File: src/rtl/alu_arbiter.sv
// Two-requester arbiter in front of a single shared ALU: grants one request, drives the ALU
// inputs from registers, waits ALU_LAT cycles and returns a registered, id-tagged response.
// Build option: define ALU_ARB_FIXED_PRIO_EN for fixed priority (req0 wins); default is round-robin.
module alu_arbiter #(
    parameter int WIDTH   = 16,
    parameter int OP_W    = 2,
    parameter int FUNC_W  = 8,
    parameter int ALU_LAT = 1
) (
    input  logic              clk,
    input  logic              rst,
    input  logic              req0_valid,
    output logic              req0_ready,
    input  logic [WIDTH-1:0]  req0_a,
    input  logic [WIDTH-1:0]  req0_b,
    input  logic [OP_W-1:0]   req0_aluop,
    input  logic [FUNC_W-1:0] req0_func,
    input  logic              req1_valid,
    output logic              req1_ready,
    input  logic [WIDTH-1:0]  req1_a,
    input  logic [WIDTH-1:0]  req1_b,
    input  logic [OP_W-1:0]   req1_aluop,
    input  logic [FUNC_W-1:0] req1_func,
    output logic [WIDTH-1:0]  alu_a,
    output logic [WIDTH-1:0]  alu_b,
    output logic [OP_W-1:0]   alu_op,
    output logic [FUNC_W-1:0] alu_func,
    input  logic [WIDTH-1:0]  alu_result,
    input  logic              alu_zero,
    output logic              resp_valid,
    input  logic              resp_ready,
    output logic              resp_id,
    output logic [WIDTH-1:0]  resp_result,
    output logic              resp_zero,
    output logic              busy
);

    localparam logic [1:0] IDLE = 2'd0;
    localparam logic [1:0] EXEC = 2'd1;
    localparam logic [1:0] RESP = 2'd2;

    localparam logic [3:0] LAT_LOAD = 4'(ALU_LAT - 1);

    logic [1:0]        state_r;
    logic              last_grant_r;
    logic              grant_id_r;
    logic [3:0]        lat_cnt_r;
    logic [WIDTH-1:0]  alu_a_r;
    logic [WIDTH-1:0]  alu_b_r;
    logic [OP_W-1:0]   alu_op_r;
    logic [FUNC_W-1:0] alu_func_r;
    logic              resp_valid_r;
    logic              resp_id_r;
    logic [WIDTH-1:0]  resp_result_r;
    logic              resp_zero_r;

    logic              grant1_s;
    logic              ready0_s;
    logic              ready1_s;
    logic [WIDTH-1:0]  sel_a_s;
    logic [WIDTH-1:0]  sel_b_s;
    logic [OP_W-1:0]   sel_op_s;
    logic [FUNC_W-1:0] sel_func_s;

    // Grant decision: which requester wins if it is (or both are) valid
    always_comb begin
        grant1_s = 1'b0;
`ifdef ALU_ARB_FIXED_PRIO_EN
        if (req1_valid && !req0_valid) begin
            grant1_s = 1'b1;
        end else begin
            grant1_s = 1'b0;
        end
`else
        if (req0_valid && req1_valid) begin
            grant1_s = (last_grant_r == 1'b0);
        end else begin
            grant1_s = req1_valid;
        end
`endif
    end

    // Handshake readies and operand select for the granted requester
    always_comb begin
        ready0_s   = 1'b0;
        ready1_s   = 1'b0;
        sel_a_s    = req0_a;
        sel_b_s    = req0_b;
        sel_op_s   = req0_aluop;
        sel_func_s = req0_func;
        if (state_r == IDLE) begin
            ready0_s = req0_valid && !grant1_s;
            ready1_s = req1_valid && grant1_s;
        end else begin
            ready0_s = 1'b0;
            ready1_s = 1'b0;
        end
        if (grant1_s) begin
            sel_a_s    = req1_a;
            sel_b_s    = req1_b;
            sel_op_s   = req1_aluop;
            sel_func_s = req1_func;
        end else begin
            sel_a_s    = req0_a;
            sel_b_s    = req0_b;
            sel_op_s   = req0_aluop;
            sel_func_s = req0_func;
        end
    end

    // Control FSM, ALU operand registers and response registers
    always_ff @(posedge clk or posedge rst) begin
        if (rst) begin
            state_r       <= IDLE;
            last_grant_r  <= 1'b1;
            grant_id_r    <= 1'b0;
            lat_cnt_r     <= 4'd0;
            alu_a_r       <= '0;
            alu_b_r       <= '0;
            alu_op_r      <= '0;
            alu_func_r    <= '0;
            resp_valid_r  <= 1'b0;
            resp_id_r     <= 1'b0;
            resp_result_r <= '0;
            resp_zero_r   <= 1'b0;
        end else begin
            case (state_r)
                IDLE: begin
                    if (ready0_s || ready1_s) begin
                        alu_a_r      <= sel_a_s;
                        alu_b_r      <= sel_b_s;
                        alu_op_r     <= sel_op_s;
                        alu_func_r   <= sel_func_s;
                        grant_id_r   <= ready1_s;
                        last_grant_r <= ready1_s;
                        lat_cnt_r    <= LAT_LOAD;
                        state_r      <= EXEC;
                    end else begin
                        state_r <= IDLE;
                    end
                end
                EXEC: begin
                    if (lat_cnt_r == 4'd0) begin
                        resp_result_r <= alu_result;
                        resp_zero_r   <= alu_zero;
                        resp_id_r     <= grant_id_r;
                        resp_valid_r  <= 1'b1;
                        state_r       <= RESP;
                    end else begin
                        lat_cnt_r <= lat_cnt_r - 4'd1;
                    end
                end
                RESP: begin
                    if (resp_ready) begin
                        resp_valid_r <= 1'b0;
                        state_r      <= IDLE;
                    end else begin
                        state_r <= RESP;
                    end
                end
                default: begin
                    resp_valid_r <= 1'b0;
                    state_r      <= IDLE;
                end
            endcase
        end
    end

    assign req0_ready  = ready0_s;
    assign req1_ready  = ready1_s;
    assign alu_a       = alu_a_r;
    assign alu_b       = alu_b_r;
    assign alu_op      = alu_op_r;
    assign alu_func    = alu_func_r;
    assign resp_valid  = resp_valid_r;
    assign resp_id     = resp_id_r;
    assign resp_result = resp_result_r;
    assign resp_zero   = resp_zero_r;
    assign busy        = (state_r != IDLE);

endmodule

File: config.mk
export PLATFORM = sky130hd
export DESIGN_NAME = alu_arbiter
export DESIGN_NICKNAME = d
export VERILOG_FILES = /design/src/rtl/alu_arbiter.sv
export SDC_FILE = /design/constraint.sdc
export NUM_CORES = 1
export LEC_CHECK = 0
export CAP_MARGIN = 20
export CELL_PAD_IN_SITES_DETAIL_PLACEMENT = 1
export CELL_PAD_IN_SITES_GLOBAL_PLACEMENT = 1
export CORE_ASPECT_RATIO = 0.9
export CORE_MARGIN = 5
export CORE_UTILIZATION = 31
export CTS_BUF_LIST = sky130_fd_sc_hd__clkbuf_4
export CTS_CLUSTER_DIAMETER = 200
export CTS_CLUSTER_SIZE = 8
export DETAILED_ROUTE_END_ITERATION = 6
export MAX_ROUTING_LAYER = met4
export PLACE_DENSITY_LB_ADDON = 0.1
export SYNTH_ARGS = -nofsm -noshare
export SYNTH_HDL_FRONTEND = slang
export SYNTH_SLANG_ARGS = --single-unit
export TNS_END_PERCENT = 100
File: constraint.sdc
create_clock -name clk -period 5.07 [get_ports clk]
set_clock_uncertainty 0.05 [all_clocks]
set_input_delay 1.2675 -clock clk [delete_from_list [all_inputs] [get_ports clk]]
set_output_delay 1.2675 -clock clk [all_outputs]
set_load 0.05 [all_outputs]
==> results of run 1 <==
## flip-flops by register name, indices dropped and copies added, names as in the netlist
register / cells
resp_zero: 1
resp_result: 16
last_grant_r: 1
grant_id_r: 1
alu_b: 16
state_r: 2
alu_op: 2
resp_id: 1
alu_func: 8
resp_valid: 1
alu_a: 16
lat_cnt_r: 4
## logic make-up (layout without fill, tap and decap cells)
logic type                 Yosys count  after routing  synth area share (%)
and+or+nand+nor                    109            109                  14.9
AOI/OAI and AO/OA                   96             96                  17.8
DFF                                 69             69                  54.8
buffers and inverters               28            195                  3.81
muxes                               19             19                  7.86
adders and majority gates            2              2                 0.794
## per-layer routing
| layer | vias to the layer above | global-route usage [%] | wire [um] |
|---|---|---|---|
| li1 | 1445 | - | - |
| met1 | 1532 | 22.2 | 4590 |
| met2 | 110 | 31.4 | 5480 |
| met3 | 20 | 6.08 | 902 |
| met4 | 0 | 6.05 | 230 |
| met5 | - | - | 0 |
## power groups by stage
stage               sequential [W]  combinational (W)  clock, W
global route               0.00104            0.00250  0.000449
finish                     0.00100            0.00236  0.000410
detailed placement         0.00101            0.00236         0
global placement          0.000997            0.00233         0
CTS                        0.00100            0.00238  0.000422
floorplan                  0.00186           0.000692         0
## stage by stage
stage | area, um2 | cells
6_report | 5120 | 619
5_1_grt | 5120 | 619
2_1_floorplan | 3150 | 323
4_1_cts | 5100 | 618
3_3_place_gp | 4940 | 602
3_5_place_dp | 4940 | 602
## worst min-delay path by stage
stage / startpoint / to / cells past startpoint / slack [ps]
6_report: grant_id_r / grant_id_r / 1 / 450
3_5_place_dp: grant_id_r / grant_id_r / 1 / 420
3_3_place_gp: grant_id_r / grant_id_r / 1 / 430
4_1_cts: grant_id_r / grant_id_r / 1 / 460
2_1_floorplan: grant_id_r / grant_id_r / 1 / 400
5_1_grt: grant_id_r / grant_id_r / 1 / 480
## final cells by class
cell class / instances / share of cell area, %
inverters: 5 / 0.367
clock inverters: 7 / 1.76
multi-input cells: 226 / 25.7
flip-flops and latches: 69 / 33.7
well taps: 129 / 3.15
repair buffers: 174 / 34.0
clock buffers: 9 / 1.32
## layout by cell type, fill, tap and decap left out, types with 3 or more instances in the layout
master,netlist,layout
a31oi_1,42,42
buf_4,0,5
nor2_1,6,6
a21oi_1,44,44
nor3_1,3,3
dfrtp_1,68,68
clkdlybuf4s50_1,0,168
inv_1,5,4
nand2_1,88,88
mux2_4,9,9
clkbuf_4,0,9
mux2_2,10,10
==> reports/qor.yml, run 1 <==
ys_ff_latch: 69
ant_nets: 0
crit_path_cell_trace: "clkdlybuf4s50_1, a21bo_2, nor2_1, clkdlybuf4s50_1"
yosysSeqAreaShare_pct: 54.8
max-cap-violations: 0
routedWlPerCell_um: 18.1
boundaryPins: 170
clock_latency_ps: 400
path_buf_inv: 2
async_reset_ff_share_pct: 100
synth.avg_cell_area_um2: 9.75
drt-initial-drc-count: 94
finalSetupTns_ps: 0
routed_wl_mm: 11.2
hold_class: "flip-flop to flip-flop"
die_h_um: 106
crit_slowest_cell: "clkdlybuf4s50_1"
drtPass1Iterations: 4
netlist_area_mm2: 0.00315
setup_viol: 0
fmax_ghz: 0.228
worst_slack_ps: 685
grt_use_total_pct: 19.1
port_buffers: 169
dp_slack_ps: 697
clk_path_buf_depth: 2
diodes: 0
cts_sinks: 69
yosys_warnings: 0
yosys-top-cells-count: "nand2_1 (88), dfrtp_1 (68), a21oi_1 (44)"
first_global_vias: 3505
crit_path_end: "req1_ready"
cts_tree: "done"
max_slew_margin_pct: 37.1
vias_per_cell: 5.02
cp-end-kind: "output pin"
cts-root-buf: "clkbuf_4"
crit_path_start_kind: "primary input"
numCtsBuffers: 9
required_ps: 3750
synthTopCellsByArea: "dfrtp_1 (54%), nand2_1 (10%), a31oi_1 (8.3%)"
post-synth-top-count-cell: "nand2_1"
syn_inst: 323
post_cts_buffers: 0
fin_hold_ws_ps: 455
final.fill_count: 1147
grt_max_degree: 45
routabilityCongestion: 0.756
worstSetupStartpoint: "req1_valid"
die-area_mm2: 0.0123
crit_arrival_ps: 3070
h-tree-depth: 3
switchingPower_w: 0.00190
postCtsHoldBufs: 0
multi_input_area_mm2: 0.00132
path_class: "primary input to output pin"
yosys.area.top_type: "dfrtp_1"
p_leak_nw: 2.14
fin_crit_sh_pct: 86.5
tightest_slew_ps: 944
power_w: 0.00377
synth_edf_count: 0
hpwlAfterDp_mm: 7.53
overflow: 0
layout.nets: 593
worstRegToRegCells: 5
peakVddDrop_uv: 370
cts_resized: 0
die_x_um: 116
placementRows: 35
p_sw_share_pct: 50.3
cts.clk_slew.worst_paths_ps: 110
report.final.slew_viol_count: 0
crit_family: "buffers and inverters"
antenna_found_initial: 0
cp_slowest_stage_delay_ps: 830
cp.depth: 4
area_growth_pct: 62.5
crit_fanout: 5
initial_core_util_pct: 31.3
post-route-util_pct: 50.8
hold_viol: 0
drive_above_1_share_pct: 10.2
vias: 3107
r2r_end: "resp_result[2]"
p_int_w: 0.00187
synth_fp_nets: 431
reg2reg_slack_ps: 3170
power_frac_seq_pct: 26.5
post-route-drc-count: 0
core_mm2: 0.0101
rsz0062_at_grt: "false"
cpMostUsedCell: "clkdlybuf4s50_1"
r2r-start: "lat_cnt_r[0]"
synth_top_area_share_pct: 54.0
seq_area_mm2: 0.00173
grt_pass1_wl_mm: 18.0
pwr-share-comb_pct: 62.6
p_per_area_mw_per_mm2: 736
clkPwrFrac_pct: 10.9
synth_ff_type: "dfrtp_1"
synthDistinctLibCells: 33
status: "completed"
period_needed_ps: 4380
Note: power is estimated with default switching activity, not from simulation.
==> run 2: changes to the inputs <==
Settings changed: CAP_MARGIN 20 to default.
==> reports/qor.yml, run 2 (same netlist as run 1, synthesis figures left out) <==
clk_path_buf_depth: 2
grt_max_degree: 45
boundaryPins: 170
clkPwrFrac_pct: 10.9
crit_path_cell_trace: "clkdlybuf4s50_1, a21bo_2, nor2_1, clkdlybuf4s50_1"
die-area_mm2: 0.0123
crit_arrival_ps: 3060
max-cap-violations: 0
routedWlPerCell_um: 18.2
routed_wl_mm: 11.2
tightest_slew_ps: 1100
routabilityCongestion: 0.756
worst_slack_ps: 695
layout_commonest_cell: "clkdlybuf4s50_1"
finalSetupTns_ps: 0
post_cts_buffers: 0
post-route-drc-count: 0
p_int_w: 0.00186
placed_area_mm2: 0.00494
report.final.slew_viol_count: 0
first_global_vias: 3505
setup_viol: 0
peakVddDrop_uv: 408
mostFrequentLayoutCells: "clkdlybuf4s50_1 (168), nand2_1 (88), dfrtp_1 (68), a21oi_1 (44), a31oi_1 (42)"
cts_tree: "done"
die_x_um: 116
hpwlAfterDp_mm: 7.53
drtPass1Iterations: 4
required_ps: 3750
crit_family: "buffers and inverters"
post-route-util_pct: 50.6
drive_above_1_share_pct: 10.0
crit_slowest_cell: "clkdlybuf4s50_1"
power_frac_seq_pct: 26.7
h-tree-depth: 3
postCtsHoldBufs: 0
diodes: 0
crit_fanout: 5
final_area_mm2: 0.00510
numCtsBuffers: 9
fin_crit_sh_pct: 86.3
grt_pass1_wl_mm: 18.0
cts-root-buf: "clkbuf_4"
hold_viol: 0
cpMostUsedCell: "clkdlybuf4s50_1"
cp-end-kind: "output pin"
switchingPower_w: 0.00189
hold_class: "flip-flop to flip-flop"
dp_slack_ps: 697
placementRows: 35
final.fill_count: 1149
grt_use_total_pct: 19.1
vias: 3107
status: "completed"
layout.nets: 592
p_sw_share_pct: 50.4
reg2reg_slack_ps: 3040
path_class: "primary input to output pin"
cp_slowest_stage_delay_ps: 830
vias_per_cell: 5.03
rsz0062_at_grt: "false"
port_buffers: 169
antenna_found_initial: 0
p_leak_nw: 2.13
fin_hold_ws_ps: 454
die_h_um: 106
core_mm2: 0.0101
crit_path_start_kind: "primary input"
fmax_ghz: 0.229
drt-initial-drc-count: 94
max_slew_margin_pct: 26.8
p_per_area_mw_per_mm2: 737
cts_resized: 0
ant_nets: 0
overflow: 0
cts_sinks: 69
clock_latency_ps: 400
cts.clk_slew.worst_paths_ps: 110
period_needed_ps: 4370
path_buf_inv: 2
pwr-share-comb_pct: 62.4
area_growth_pct: 61.9
initial_core_util_pct: 31.3
[run 2: worst paths after layout]
path,from,to,depth (start not counted)
max reg2reg,state_r[1],alu_a[6],4
min in group asynchronous,rst,alu_a[14],2
max in group asynchronous,rst,alu_b[11],3
min reg2reg,grant_id_r,grant_id_r,1
max,req1_valid,req1_ready,4
min,grant_id_r,grant_id_r,1
[run 2: final cells by class]
cell class,instances,area [um2],area share [%]
inverters,5,18.8,0.368
multi-input cells,226,1320,25.8
well taps,129,161,3.16
clock buffers,9,67.6,1.32
flip-flops and latches,69,1730,33.9
repair buffers,173,1720,33.7
clock inverters,7,90.1,1.77
[run 2: metal layers]
layer  routed length [um]  part of all wire, %  up-vias  track usage (%)
met5                    0                    0        -                -
met4                  226                  2.0        0             6.05
met3                  902                  8.0       19             6.08
met2                 5500                   49      110             31.4
met1                 4600                   41     1537             22.2
li1                     -                    -     1441                -
[run 2: per-stage QoR]
stage / power [W] / cells
finish: 0.00376 / 618
CTS: 0.00380 / 618
global route: 0.00397 / 618
global placement: 0.00333 / 602
detailed placement: 0.00338 / 602
floorplan: 0.00255 / 323
[run 2: power by group through the flow]
| stage | clock [W] | combinational, W | sequential (W) |
|---|---|---|---|
| after detailed placement | 0 | 0.00236 | 0.00101 |
| after global placement | 0 | 0.00233 | 0.000997 |
| final | 0.000410 | 0.00234 | 0.00100 |
| after floorplan | 0 | 0.000692 | 0.00186 |
| after global routing | 0.000449 | 0.00248 | 0.00104 |
| after CTS | 0.000422 | 0.00238 | 0.00100 |
[run 2: worst reg2reg max path: stages (launching register included)]
cell and delay [ps]:
dfrtp_1 490, nor2_4 140, inv_1 110, nor2_4 840, a31oi_1 220
==> run 3: changes to the inputs <==
Settings changed: PLACE_DENSITY from default to 0.95, PLACE_DENSITY_LB_ADDON 0.1 to default.
==> reports/qor.yml, run 3 (same netlist as run 1, synthesis figures left out) <==
status: "completed"
max-cap-violations: 0
mostFrequentLayoutCells: "clkdlybuf4s50_1 (169), nand2_1 (88), dfrtp_1 (68), a21oi_1 (44), a31oi_1 (42)"
worstRegToRegCells: 5
peakVddDrop_uv: 399
layout_commonest_cell: "clkdlybuf4s50_1"
reg2reg_slack_ps: 2520
boundaryPins: 170
cp.depth: 4
crit_fanout: 5
cts-root-buf: "clkbuf_4"
numCtsBuffers: 9
drtPass1Iterations: 4
layout.nets: 592
area_growth_pct: 60.7
grt_max_degree: 45
post_cts_buffers: 0
cpMostUsedCell: "clkdlybuf4s50_1"
fin_crit_sh_pct: 90.8
max_slew_margin_pct: 30.9
cts_sinks: 69
path_buf_inv: 2
vias_per_cell: 5.02
cts_tree: "done"
die_h_um: 106
post-route-drc-count: 0
final.fill_count: 1154
path_class: "primary input to output pin"
hold_class: "flip-flop to flip-flop"
drt-initial-drc-count: 132
cp_slowest_stage_delay_ps: 800
clk_path_buf_depth: 2
final_cells: 618
hpwlAfterDp_mm: 8.18
routed_wl_mm: 11.1
tightest_slew_ps: 1030
cts.clk_slew.worst_paths_ps: 130
placementRows: 35
diodes: 0
first_global_vias: 3484
routedWlPerCell_um: 17.9
routabilityCongestion: 0.777
setup_viol: 0
grt_use_total_pct: 18.7
crit_slowest_cell: "clkdlybuf4s50_1"
vias: 3102
ant_nets: 0
report.final.slew_viol_count: 0
crit_path_cell_trace: "clkdlybuf4s50_1, or3b_2, nor2_1, clkdlybuf4s50_1"
p_leak_nw: 2.10
h-tree-depth: 3
crit_family: "buffers and inverters"
die-area_mm2: 0.0123
crit_path_start_kind: "primary input"
port_buffers: 169
finalSetupTns_ps: 0
period_needed_ps: 4600
hold_viol: 0
postCtsHoldBufs: 0
rsz0062_at_grt: "false"
cp-end-kind: "output pin"
core_mm2: 0.0101
crit_arrival_ps: 3280
drive_above_1_share_pct: 10.0
p_per_area_mw_per_mm2: 725
die_x_um: 116
antenna_found_initial: 0
dpl.cell_count: 602
initial_core_util_pct: 31.3
fmax_ghz: 0.217
power_w: 0.00367
clock_latency_ps: 400
required_ps: 3750
overflow: 0
grt_pass1_wl_mm: 17.6
min_path_cells: 1
cts_resized: 0
==> run 3: cell types whose count changed in the layout (fill, tap and decap cells not counted), sizes merged <==
cell,change
bufinv,-2
clkinv,-2
clkinvlp,+2
inv,+2
buf,-1
clkdlybuf4s50,+1
==> run 3: stage by stage <==
step	instance area, um2	setup slack [ps]	hold slack, ps	util [%]
2_1_floorplan	3150	1370	396	-
3_3_place_gp	4940	503	431	49.1
3_5_place_dp	4940	473	443	49.1
4_1_cts	5060	462	475	50.3
5_1_grt	5060	420	489	50.3
6_report	5060	469	471	50.3
==> run 3: layer usage <==
| metal | vias to the layer above | wire [um] | GRT usage, % |
|---|---|---|---|
| met5 | - | 0 | - |
| met4 | 0 | 139 | 4.89 |
| met3 | 17 | 691 | 4.36 |
| met2 | 113 | 5910 | 32.9 |
| met1 | 1526 | 4330 | 21.2 |
| li1 | 1446 | - | - |
==> run 3: layout make-up <==
type / count / area [um2] / area share [%]
clock buffer: 9 / 67.6 / 1.33
clock inverter: 7 / 50.0 / 0.989
inverter: 5 / 18.8 / 0.371
multi-input combinational: 226 / 1320 / 26.0
sequential: 69 / 1730 / 34.1
tap: 129 / 161 / 3.19
timing repair buffer: 173 / 1720 / 34.0
==> run 3: path summary, 6_finish.rpt <==
| path | endpoint | startpoint |
|---|---|---|
| setup reg to reg | alu_a[2] | state_r[1] |
| setup / recovery | req0_ready | req0_valid |
| max in group asynchronous | alu_func[0] | rst |
| hold reg to reg | resp_result[10] | resp_result[10] |
| min in group asynchronous | resp_result[3] | rst |
| hold / removal | resp_result[10] | resp_result[10] |
==> run 3: power by group <==
part	switching (W)	internal (W)	leakage (nW)
Clock	0.000216	0.000102	0.0587
Combinational	0.00151	0.000832	1.25
Sequential	0.000180	0.000833	0.791
Total	0.00190	0.00177	2.10
==> RTL change: new RTL, flow settings as in run 2 <==
`OP_W`: 2 -> 4.
--- a/src/rtl/alu_arbiter.sv
+++ b/src/rtl/alu_arbiter.sv
@@ -5,3 +5,3 @@
     parameter int WIDTH   = 16,
-    parameter int OP_W    = 2,
+    parameter int OP_W    = 4,
     parameter int FUNC_W  = 8,
Ports: changed (resized alu_op, req0_aluop and req1_aluop); port bits go from 170 to 176. No check against the original RTL was run, so the function may have changed too.
==> RTL change against run 2 <==
- sequential cell count rose by 2
- setup slack got worse by 0.016 ns
- die area rose by 2.8%
- hold slack got worse by 0.018 ns
- routed wire length fell by 1.0%
- synthesized area rose by 3.1%
- maximum frequency fell by 0.36%
- power rose by 3.2%
- final area rose by 3.3%
- critical endpoint unchanged
- largest power group unchanged
==> RTL change: results <==
group,metric,value,unit
status,outcome,"completed",
pwr,p_switching,1920,µW
placement,gp_congestion,0.742,
logic_synthesis,yosys-top-cells-area,"dfrtp_1 54%, nand2_1 11%, a31oi_1 8.5%",
placement,hpwl,7670,µm
detailed_routing,wl_per_cell,17.5,µm
grt,grt_pass1_vias,3424,
placement,io_buffer_count,175,
detailed_routing,drtIter0Drc,140,
logic_synthesis,yosysSeqAreaShare,54.8,%
logic_synthesis,yosysWarnings,0,
setup_path,reg2reg_slack,2.50,ns
sta,fin_hold_ws,0.436,ns
grt,antenna_found_initial,0,
logic_synthesis,synth_compound_area_share,17.9,%
pwr,irDropWorstVdd,0.357,mV
grt,grt_pass1_wl,17900,µm
logic_synthesis,synthAdderAreaFrac,0.771,%
logic_synthesis,synth_flop_cell,"dfrtp_1",
detailed_routing,via_per_inst,4.94,
setup_path,crit_arrival,3.07,ns
logic_synthesis,synth_commonest_cells,"92 x nand2_1, 70 x dfrtp_1, 46 x a21oi_1",
grt,grt.total_usage,18.1,%
detailed_routing,firstDrtPassIters,5,
final_layout,final_nets,612,
placement,pre_cts_slack,0.666,ns
final_layout,fillers,1160,
sta,relSlewSlack,26.2,%
logic_synthesis,synth.net_count,445,
sta,min_period_over_period,86.6,%
logic_synthesis,synthMuxAreaShare,7.63,%
final_layout,final_layout_size_suffix_gt1_share,9.50,%
grt,grt_max_degree,47,
clock_tree,clk_pin_slew_worst_paths,0.11,ns
pwr,p_leak,0.00220,µW
RTL change: cell type report:
cell class                 instances  area (µm²)  area share (%)
clock buffer                       9        67.6            1.28
clock inverter                     7         110            2.09
inverter                           5        18.8           0.356
multi-input combinational        234        1350            25.7
sequential                        71        1780            33.8
tap                              129         161            3.06
timing repair buffer             179        1780            33.8
RTL change: power groups by stage:
stage / sequential, µW / combinational [µW] / clock (µW)
after global placement: 1020 / 2390 / 0
after floorplan: 1920 / 713 / 0
after global routing: 1070 / 2530 / 489
after detailed placement: 1040 / 2420 / 0
after CTS: 1040 / 2430 / 467
final: 1030 / 2390 / 451
RTL change: logic make-up (layout without fill, tap and decap cells):
| group | Yosys count | in the layout |
|---|---|---|
| fa+ha+maj | 2 | 2 |
| mux | 19 | 19 |
| simple gates | 113 | 113 |
| compound gates | 100 | 100 |
| flops | 71 | 71 |
| buf+inv | 28 | 200 |
RTL change: routing by layer:
metal,vias to the layer above,share of wire (%),global-route usage [%],wire (µm)
met5,-,0,-,0
met4,0,1.4,5.41,152
met3,12,8.3,7.17,928
met2,116,48,29.2,5340
met1,1513,42,21.1,4690
li1,1491,-,-,-
RTL change: worst max-delay path, cell delays in order:
cell and delay [ns]:
clkdlybuf4s50_1 0.54, a21bo_2 0.25, nor2_1 0.16, clkdlybuf4s50_1 0.85
RTL change: through the flow:
step	cell area, µm²	instances	total power (µW)
2_1_floorplan	3250	333	2630
3_3_place_gp	5090	618	3420
3_5_place_dp	5090	618	3470
4_1_cts	5270	634	3930
5_1_grt	5270	634	4090
6_report	5270	634	3880
RTL change: path summary, 6_finish.rpt:
check,to,from,cells past startpoint
min,grant_id_r,grant_id_r,1
min in group asynchronous,resp_result[0],rst,2
max,req1_ready,req1_valid,4
min reg2reg,grant_id_r,grant_id_r,1
max reg2reg,alu_a[9],state_r[1],5
max in group asynchronous,last_grant_r,rst,3
